`config.mk`:
```
export PLATFORM = sky130hd
export DESIGN_NAME = frodo_inst_sequencer
export DESIGN_NICKNAME = d
export VERILOG_FILES = /design/src/rtl/frodo_inst_sequencer.sv
export SDC_FILE = /design/constraint.sdc
export NUM_CORES = 1
export LEC_CHECK = 0
export ABC_AREA = 1
export BUFFER_PORTS_ARGS = -buffer_cell sky130_fd_sc_hd__buf_2
export CAP_MARGIN = 20
export CORE_MARGIN = 1
export CORE_UTILIZATION = 66
export DETAILED_ROUTE_END_ITERATION = 8
export PLACE_DENSITY = 0.94
export SLEW_MARGIN = 20
export SYNTH_ARGS = -nofsm -noshare
export SYNTH_HDL_FRONTEND = slang
export SYNTH_SLANG_ARGS = --single-unit
```
`constraint.sdc`:
```
create_clock -name clk -period 10.95 [get_ports clk]
set_clock_uncertainty 0.15 [all_clocks]
set_input_delay 2.19 -clock clk [delete_from_list [all_inputs] [get_ports clk]]
set_output_delay 2.19 -clock clk [all_outputs]
set_load 0.02 [all_outputs]
```
`src/rtl/frodo_inst_sequencer.sv`:
```
// Replays a host-loaded program into the Frodo core, one word per completion handshake.
// Issue-to-issue >= 2 cycles; a per-instruction watchdog aborts a stalled run with err.
module frodo_inst_sequencer #(
    parameter int INST_WIDTH = 27,
    parameter int DEPTH      = 16,
    parameter int TIMEOUT    = 100000
) (
    input  logic                     clk,
    input  logic                     rstn,
    input  logic                     prog_wr_en,
    input  logic [INST_WIDTH-1:0]    prog_wr_data,
    input  logic                     prog_clear,
    output logic [$clog2(DEPTH):0]   prog_count,
    output logic                     prog_full,
    input  logic                     start,
    output logic [INST_WIDTH-1:0]    inst,
    output logic                     inst_valid,
    input  logic                     core_done,
    output logic                     busy,
    output logic                     done,
    output logic                     err
);
    localparam int AW = $clog2(DEPTH);
    localparam int CW = AW + 1;
    localparam int WW = $clog2(TIMEOUT + 1);

    localparam logic [1:0] S_IDLE  = 2'd0;
    localparam logic [1:0] S_ISSUE = 2'd1;
    localparam logic [1:0] S_WAIT  = 2'd2;
    localparam logic [1:0] S_DONE  = 2'd3;

    logic [INST_WIDTH-1:0] mem_q [DEPTH];
    logic [1:0]            state_q, state_d;
    logic [AW-1:0]         rd_ptr_q, rd_ptr_d;
    logic [CW-1:0]         count_q, count_d;
    logic [WW-1:0]         wait_cnt_q, wait_cnt_d;
    logic                  err_q, err_d;
    logic [INST_WIDTH-1:0] inst_q, inst_d;
    logic                  wr_acc;
    logic                  full;

    assign full = (count_q == CW'(DEPTH));

    always_comb begin
        state_d    = state_q;
        rd_ptr_d   = rd_ptr_q;
        count_d    = count_q;
        wait_cnt_d = wait_cnt_q;
        err_d      = err_q;
        inst_d     = inst_q;
        wr_acc     = 1'b0;
        case (state_q)
            S_IDLE: begin
                if (prog_clear) begin
                    count_d = '0;
                end else if (prog_wr_en && !full) begin
                    wr_acc  = 1'b1;
                    count_d = count_q + 1'b1;
                end
                // The run sees the count after any same-cycle load or clear.
                if (start) begin
                    err_d      = 1'b0;
                    rd_ptr_d   = '0;
                    wait_cnt_d = '0;
                    state_d    = (count_d == '0) ? S_DONE : S_ISSUE;
                end
            end
            S_ISSUE: begin
                inst_d  = mem_q[rd_ptr_q];
                state_d = S_WAIT;
            end
            S_WAIT: begin
                wait_cnt_d = wait_cnt_q + 1'b1;
                if (core_done) begin
                    if ({1'b0, rd_ptr_q} == count_q - 1'b1) begin
                        state_d = S_DONE;
                    end else begin
                        rd_ptr_d   = rd_ptr_q + 1'b1;
                        wait_cnt_d = '0;
                        state_d    = S_ISSUE;
                    end
                end else if (wait_cnt_q == WW'(TIMEOUT - 1)) begin
                    err_d   = 1'b1;
                    state_d = S_DONE;
                end
            end
            default: state_d = S_IDLE;
        endcase
    end

    always_ff @(posedge clk or negedge rstn) begin
        if (!rstn) begin
            state_q    <= S_IDLE;
            rd_ptr_q   <= '0;
            count_q    <= '0;
            wait_cnt_q <= '0;
            err_q      <= 1'b0;
            inst_q     <= '0;
        end else begin
            state_q    <= state_d;
            rd_ptr_q   <= rd_ptr_d;
            count_q    <= count_d;
            wait_cnt_q <= wait_cnt_d;
            err_q      <= err_d;
            inst_q     <= inst_d;
        end
    end

    // Program storage needs no reset; prog_count alone defines what is valid.
    always_ff @(posedge clk) begin
        if (wr_acc) begin
            mem_q[count_q[AW-1:0]] <= prog_wr_data;
        end
    end

    assign prog_count = count_q;
    assign prog_full  = full;
    assign inst_valid = (state_q == S_ISSUE);
    assign inst       = (state_q == S_ISSUE) ? mem_q[rd_ptr_q] : inst_q;
    assign busy       = (state_q == S_ISSUE) || (state_q == S_WAIT);
    assign done       = (state_q == S_DONE);
    assign err        = err_q;
endmodule

```
==> summary.md, run 1 <==
| Metric | Value |
|---|---|
| Post-CTS Setup Bufs | 0 |
| Min Tclk post-route | roughly 6.5 ns |
| Final HPWL DP | 24230 um |
| Max Slew Vio Count | 0 |
| IO Port Bufs | ~70 |
| Drt pass-1 iters | 6 |
| RD Place Congestion | around 0.84 |
| Worst-margin pin slew | 1.171 ns |
| Prevailing post-synth register cell | edfxtp_1 |
| Startpoint types | flop |
| Most used routing layer | met2 |
| DR iter-0 viols | approximately 2.2k |
| Worst-case vdd ir drop | approximately 0.18 mV |
| Synth Instances | around 1.6k |
| Final wirelength | 50480 um |
| WL/cell | 24.89 um |
| Fmax | between 150 and 200 MHz |
| Overall power | 4.987 mW |
| Placement Rows | between 60 and 70 |
| CTS buffer count | between 40 and 50 |
| CTS Buffer Depth | 3 |
| Area Growth Syn to Fin | 9.946% |
| Pwr dens | around 230 nW/um^2 |
| Final hold vios | 0 |
| Number of distinct library cells after synthesis | 37 |
| HP Class | flop to flop |
| P_leak | between 7 and 8 nW |
| GR Util All Layers | 0.3287 |
| Count of nets after finishing | 1641 |
| CTS resizes | 0 |
| Post-synth ARST share | 0.1148 |
| Netlist Area Pre-Place | 20050 um^2 |
| Crit. Startpoint | rd_ptr_q[0] |
| GRT overflow | 0 |
| Commonest non-fill, non-tap cell in the layout | edfxtp_1 |
| Vias per inst | a little under 7 |
| Hold_buf cts | 0 |
| Setup TNS | 0 ns |
| Fill cell count | approximately 1.6k |
| Die span in y | roughly 180 um |
| Synth Warn # | 0 |
| Met3 Track Usage GR | 0.06331 |
| R2r startpoint | rd_ptr_q[0] |
| Crit Path Max Fanout | 113 |
| Die area | 31090 um^2 |
| Post-route cell area | 22050 um^2 |
| Clk_lat worst skew | 0.55 ns |
| Num ports | 70 |
| Starting Density | 0.6730 |
| Hold path startpoint | inst_q[2] |
| Vias post-DR | roughly 14k |
| Remaining DRCs | 0 |
| Share of cells above drive strength 1 | 0.1223 |
| Die width | 176.3 um |
| Vias in the first global route | about 14k |
| Core Region | 29800 um^2 |
| Max-slew headroom | 0.2190 |
| Clock Root Buffer | clkbuf_16 |
| Reg clk slew, reported paths | 0.06 ns |
| CTS tree | yes |
| Seq cells post-synth | between 400 and 500 |
| Mapped Avg Cell Area | between 10 and 15 um^2 |
| Status | finished, final reports clean |
| Sequential-to-total area share from yosys stat | 0.7168 |
| Crit Path Category | flop to primary output |
| Post-synth EDFFs | roughly 430 |
| Clock sinks | between 400 and 500 |
| Met2 Track Usage GR | 0.5144 |
| DRT antenna net count | 0 |
| Critical path arrival | about 4.2 ns |
| Initial antenna violation count | 3 |
| WP data required | about 8.6 ns |
| Tcrit/Tclk final | 0.5945 |
| RSZ-0062 raised after global routing | false |
| H-tree levels | 2 |
| Max_cap viols | 0 |
| Grt met1 use | 0.4286 |
| Placed Instance Area | 20630 um^2 |
| Setup Viol. Count Final | 0 |
| Endpoint class of the critical path | primary output |
| First-pass GRT wire length | between 70000 and 80000 um |
| Largest net degree at the start of global routing | between 100 and 150 |
| Post-synth net total | around 1.6k |
| Commonest non-fill, non-tap cells in the layout | edfxtp_1 (432), nor2_1 (248), nand2_1 (190), o21ai_0 (109), o221ai_1 (108) |
-- worst max-delay path: stages, from the launching register on --
cell,delay [ns]
dfrtp_4,0.80
inv_6,0.81
buf_6,0.72
o21bai_1,0.19
o221ai_1,0.27
nand3_1,0.13
nand2_1,0.12
nand2_1,0.07
nand2_1,0.09
buf_2,0.16
-- flip-flops by register name, summed over array words and instances, names as in the netlist --
signal	count
state_q	2
mem_q	432
inst_q	27
prog_count	5
wait_cnt_q	17
err	1
rd_ptr_q	4
-- path summary, 6_finish.rpt --
check,to,slack (ns),cells after the start
worst max register to register,rd_ptr_q[2],7.12,10
worst min register to register,inst_q[2],0.33,2
worst max-delay path,inst[2],4.44,9
min in group asynchronous,prog_count[0],1.66,2
max in group asynchronous,rd_ptr_q[1],8.41,2
worst min-delay path,inst_q[2],0.33,2
-- layout make-up --
class                      count  area (um^2)  area share
clock buffer                  62         1232     0.05590
clock inverter                23        142.6    0.006470
timing repair buffer          91        538.0     0.02440
inverter                      48        185.2    0.008399
antenna                        3        7.507   0.0003405
sequential                   488        14380      0.6523
multi-input combinational    923         5071      0.2300
tap                          390        488.0     0.02213
-- cell families after synthesis --
logic type,synth area share
flops,0.7168
xor+xnor,0.002184
compound gates,0.1248
fa+ha+maj,0.006239
buf+inv,0.03581
simple gates,0.1142
-- cells in the mapped netlist, types with 2 or more instances --
library cell | count | share of area
o21ai_0 | 109 | 0.027
o21ai_1 | 13 | 0.0032
o221ai_1 | 108 | 0.047
dfrtp_1 | 56 | 0.070
nand3_1 | 83 | 0.021
xnor2_1 | 2 | 0.00087
nor3_1 | 11 | 0.0027
buf_6 | 14 | 0.0079
buf_1 | 3 | 0.00056
edfxtp_1 | 432 | 0.65
inv_2 | 2 | 0.00037
xor2_1 | 3 | 0.0013
buf_4 | 5 | 0.0019
ha_1 | 10 | 0.0062
a21oi_1 | 6 | 0.0015
clkbuf_1 | 51 | 0.0095
nand4_1 | 6 | 0.0019
nand2_1 | 190 | 0.036
inv_1 | 45 | 0.0084
nor2_1 | 260 | 0.049
buf_2 | 23 | 0.0057
nand3b_1 | 3 | 0.0011
o21bai_1 | 89 | 0.033
o21bai_2 | 20 | 0.011
-- metrics by stage --
stage / util / std cells / setup slack, ns / hold WS, ns
3_3_place_gp: 0.6924 / 1939 / 5.142 / 0.3066
4_1_cts: 0.7385 / 2024 / 4.247 / 0.3279
2_1_floorplan: - / 1557 / 5.982 / 0.3254
5_1_grt: 0.7399 / 2028 / 4.259 / 0.3451
6_report: 0.7399 / 2028 / 4.440 / 0.3253
3_5_place_dp: 0.6924 / 1939 / 4.921 / 0.3113
-- metal layers --
metal	share of wire	vias to the layer above
met5	0	-
met2	0.48	1141
met1	0.35	6618
met4	0.055	0
met3	0.12	235
li1	-	5812
-- where the power goes --
group          switching [mW]  total (mW)  internal, mW
Combinational           0.868        1.26         0.395
Sequential              0.120        2.25          2.13
Clock                   0.659        1.48         0.816
Total                    1.65        4.99          3.34
(Power assumes the default switching activity.)
==> run 2, diff against run 1 <==
Settings changed: CORE_UTILIZATION 66 to 62, PLACE_DENSITY 0.94 to 0.9.
Clock period 10.95 ns to 6.6 ns, I/O delays scaled along.
==> summary.md, run 2 (same netlist as run 1, synthesis figures left out) <==
| Metric | Value |
|---|---|
| Hold_buf cts | 0 (unchanged) |
| Cells on worst reg2reg path | 9 (-1) |
| P_leak | 7.854 nW (+1.2%) |
| Share of cells above drive strength 1 | 0.1263 (+0.003972) |
| Endpoint class of the critical path | primary output |
| Slowest-stage cell, CP | inv_6 |
| Critical path arrival | 3.69 ns (-0.48 ns) |
| Final worst slack | 1.436 ns (-3.003 ns) |
| WL/cell | 24.20 um (-2.8%) |
| Fmax | roughly 190 MHz |
| Reg clk slew, reported paths | 0.07 ns (about the same) |
| GR Util All Layers | 0.2964 (-0.03227) |
| Die span in y | 181.8 um (+3.1%) |
| DRT antenna net count | 0 (unchanged) |
| RSZ-0062 raised after global routing | false |
| Area Growth Syn to Fin | 10.97% |
| Num ports | 70 (unchanged) |
| Initial antenna violation count | 3 (unchanged) |
| Remaining DRCs | 0 (unchanged) |
| Crit Path Category | flop to primary output |
| Top cell family by delay on the critical path | buffers and inverters |
| Die area | 33070 um^2 (+6.4%) |
| Setup slack, reg-to-reg | 2.99 ns (-4.13 ns) |
| Clock Root Buffer | clkbuf_16 |
| Post-CTS Setup Bufs | 0 (unchanged) |
| CTS Buffer Depth | 3 (unchanged) |
| Setup WS pre-CTS | 2.157 ns (-2.764 ns) |
| Setup TNS | 0 ns (unchanged) |
| Placement Rows | 65 (+3.2%) |
| RD Place Congestion | 0.8669 (+2.7%) |
| Final hold vios | 0 (unchanged) |
| Placed cell count | 1951 (+0.62%) |
| Cell Chain, Critical Path | inv_6 -> buf_4 -> nor2_1 -> o221ai_1 -> nand3_1 -> nand2_1 -> nand2_1 -> nand2_1 -> buf_2 |
| WP data required | 5.13 ns (-3.48 ns) |
| Sw Pwr | 2.730 mW (+66%) |
| Max Slew Vio Count | 0 (unchanged) |
| Pwr dens | 374.4 nW/um^2 (+66%) |
| Logic pwr share | 0.255 (+0.002) |
| Worst-margin pin slew | 1.163 ns (-0.008332 ns) |
| Vias per inst | 6.633 (-2.6%) |
| GRT overflow | 0 (unchanged) |
| Min Tclk post-route | 5.164 ns |
| CP Depth | 9 (unchanged) |
| CTS resizes | 0 (unchanged) |
| Vias post-DR | 13.55k (-1.8%) |
| Die width | 181.8 um (+3.1%) |
| Tcrit/Tclk final | 0.7824 |
| Clk_lat worst skew | 0.57 ns (+0.02 ns) |
| Max-slew headroom | 0.2228 (+0.003715) |
| Crit Path Max Fanout | 140 (+24%) |
| Status | finished, final reports clean |
| Overall power | 8.332 mW (+67%) |
| Worst-case vdd ir drop | 0.1956 mV (+11%) |
| Starting Density | 0.6322 (-0.04078) |
| Max_cap viols | 0 (unchanged) |
| Clock power frac | 0.303 (+0.007) |
| Drt pass-1 iters | 5 (-1) |
| Core Region | 31720 um^2 (+6.4%) |
| Commonest non-fill, non-tap cells in the layout | edfxtp_1 (432), nor2_1 (248), nand2_1 (190), o21ai_0 (109), o221ai_1 (108) |
| CP max stage delay | 0.86 ns (+0.05 ns) |
| Share of total power in sequential cells | 0.442 (-0.009) |
| Switching Share | 0.3277 (-0.002719) |
| Count of nets after finishing | 1646 (+0.30%) |
| Startpoint types | flop |
| H-tree levels | 2 (unchanged) |
| DR iter-0 viols | 2011 (-9.6%) |
| Final wirelength | 49430 um (-2.1%) |
| Commonest non-fill, non-tap cell in the layout | edfxtp_1 |
| Clock sinks | 488 (unchanged) |
| Number of flip-flops in the largest register | 432 (unchanged) |
| R2r startpoint | prog_count[0] |
| Fin cells | 2043 (+0.74%) |
| Final HPWL DP | 24280 um (+0.22%) |
| First-pass GRT wire length | 74030 um (-2.4%) |
| Worst path bufs/invs | 3 (unchanged) |
| CTS buffer count | 47 (+2.2%) |
| Largest net degree at the start of global routing | 144 (+15%) |
| Setup Viol. Count Final | 0 (unchanged) |
| Fill cell count | 1896 (+21%) |
| Crit. Startpoint | rd_ptr_q[0] |
| CTS tree | yes |
| Worst R2R End | mem_q[6][8] |
| HP Class | flop to flop |
| IO Port Bufs | 69 (unchanged) |
| Worst hold path cell count | 2 (unchanged) |
| Hold Path End | inst_q[25] |
| Internal power | 5.602 mW (+68%) |
| Hold path startpoint | inst_q[25] |
| Top cell by count, worst path | nand2_1 |
| Vias in the first global route | 13.38k (-1.5%) |
## run 2: cell count changes in the layout (fill, tap and decap cells not counted), sizes merged
| cell | delta |
|---|---|
| clkinvlp | -2 |
| clkinv | +4 |
| diode | -1 |
| buf | +4 |
| clkbuf | -2 |
## run 2: metal layers
metal	routed length [um]	share of wire	up-vias	track usage
li1	-	-	5818	-
met1	17750	0.36	6583	0.3806
met2	24460	0.49	979	0.4945
met3	5212	0.11	168	0.05295
met4	1987	0.040	4	0.1390
met5	23	0.00047	-	0
## run 2: how the worst max path moves through the flow
stage	endpoint	slack [ns]
finish	inst[0]	1.44
global route	inst[0]	1.29
CTS	inst[9]	1.46
detailed placement	inst[2]	2.16
global placement	inst[9]	2.29
floorplan	mem_q[3][0]	2.50
## run 2: worst register-to-register path, stage by stage (launching register included)
cell and delay [ns]:
dfrtp_1 0.52, inv_1 0.19, ha_1 0.34, nand3_2 0.18, nand2_1 0.14, nor2_1 0.11
nand2_1 0.20, inv_1 0.18, nand2_1 0.25, nor2_4 0.95
## run 2: metrics by stage
step | hold slack, ns | area, um^2 | utilization
after floorplan | 0.3254 | 20050 | -
after global placement | 0.3070 | 20640 | 0.6508
after detailed placement | 0.3099 | 20680 | 0.6521
after CTS | 0.3254 | 22110 | 0.6971
after global routing | 0.3393 | 22250 | 0.7015
final | 0.3182 | 22250 | 0.7016
## run 2: cell type report
class / count / area [um^2] / area share
Sequential cell: 488 / 14380 / 0.6463
Clock buffer: 60 / 1267 / 0.05696
Tap cell: 402 / 503.0 / 0.02260
Clock inverter: 25 / 160.2 / 0.007197
Multi-Input combinational cell: 923 / 5071 / 0.2279
Antenna cell: 2 / 5.005 / 0.0002249
Inverter: 48 / 185.2 / 0.008322
Timing Repair Buffer: 95 / 678.2 / 0.03048
## run 2: power by group through the flow
stage	clock (mW)	sequential (mW)	combinational (mW)
after floorplan	0	3.66	1.55
after global placement	0	3.73	1.94
after detailed placement	0	3.74	2.04
after CTS	2.52	3.68	2.08
after global routing	2.65	3.70	2.31
final	2.53	3.68	2.12
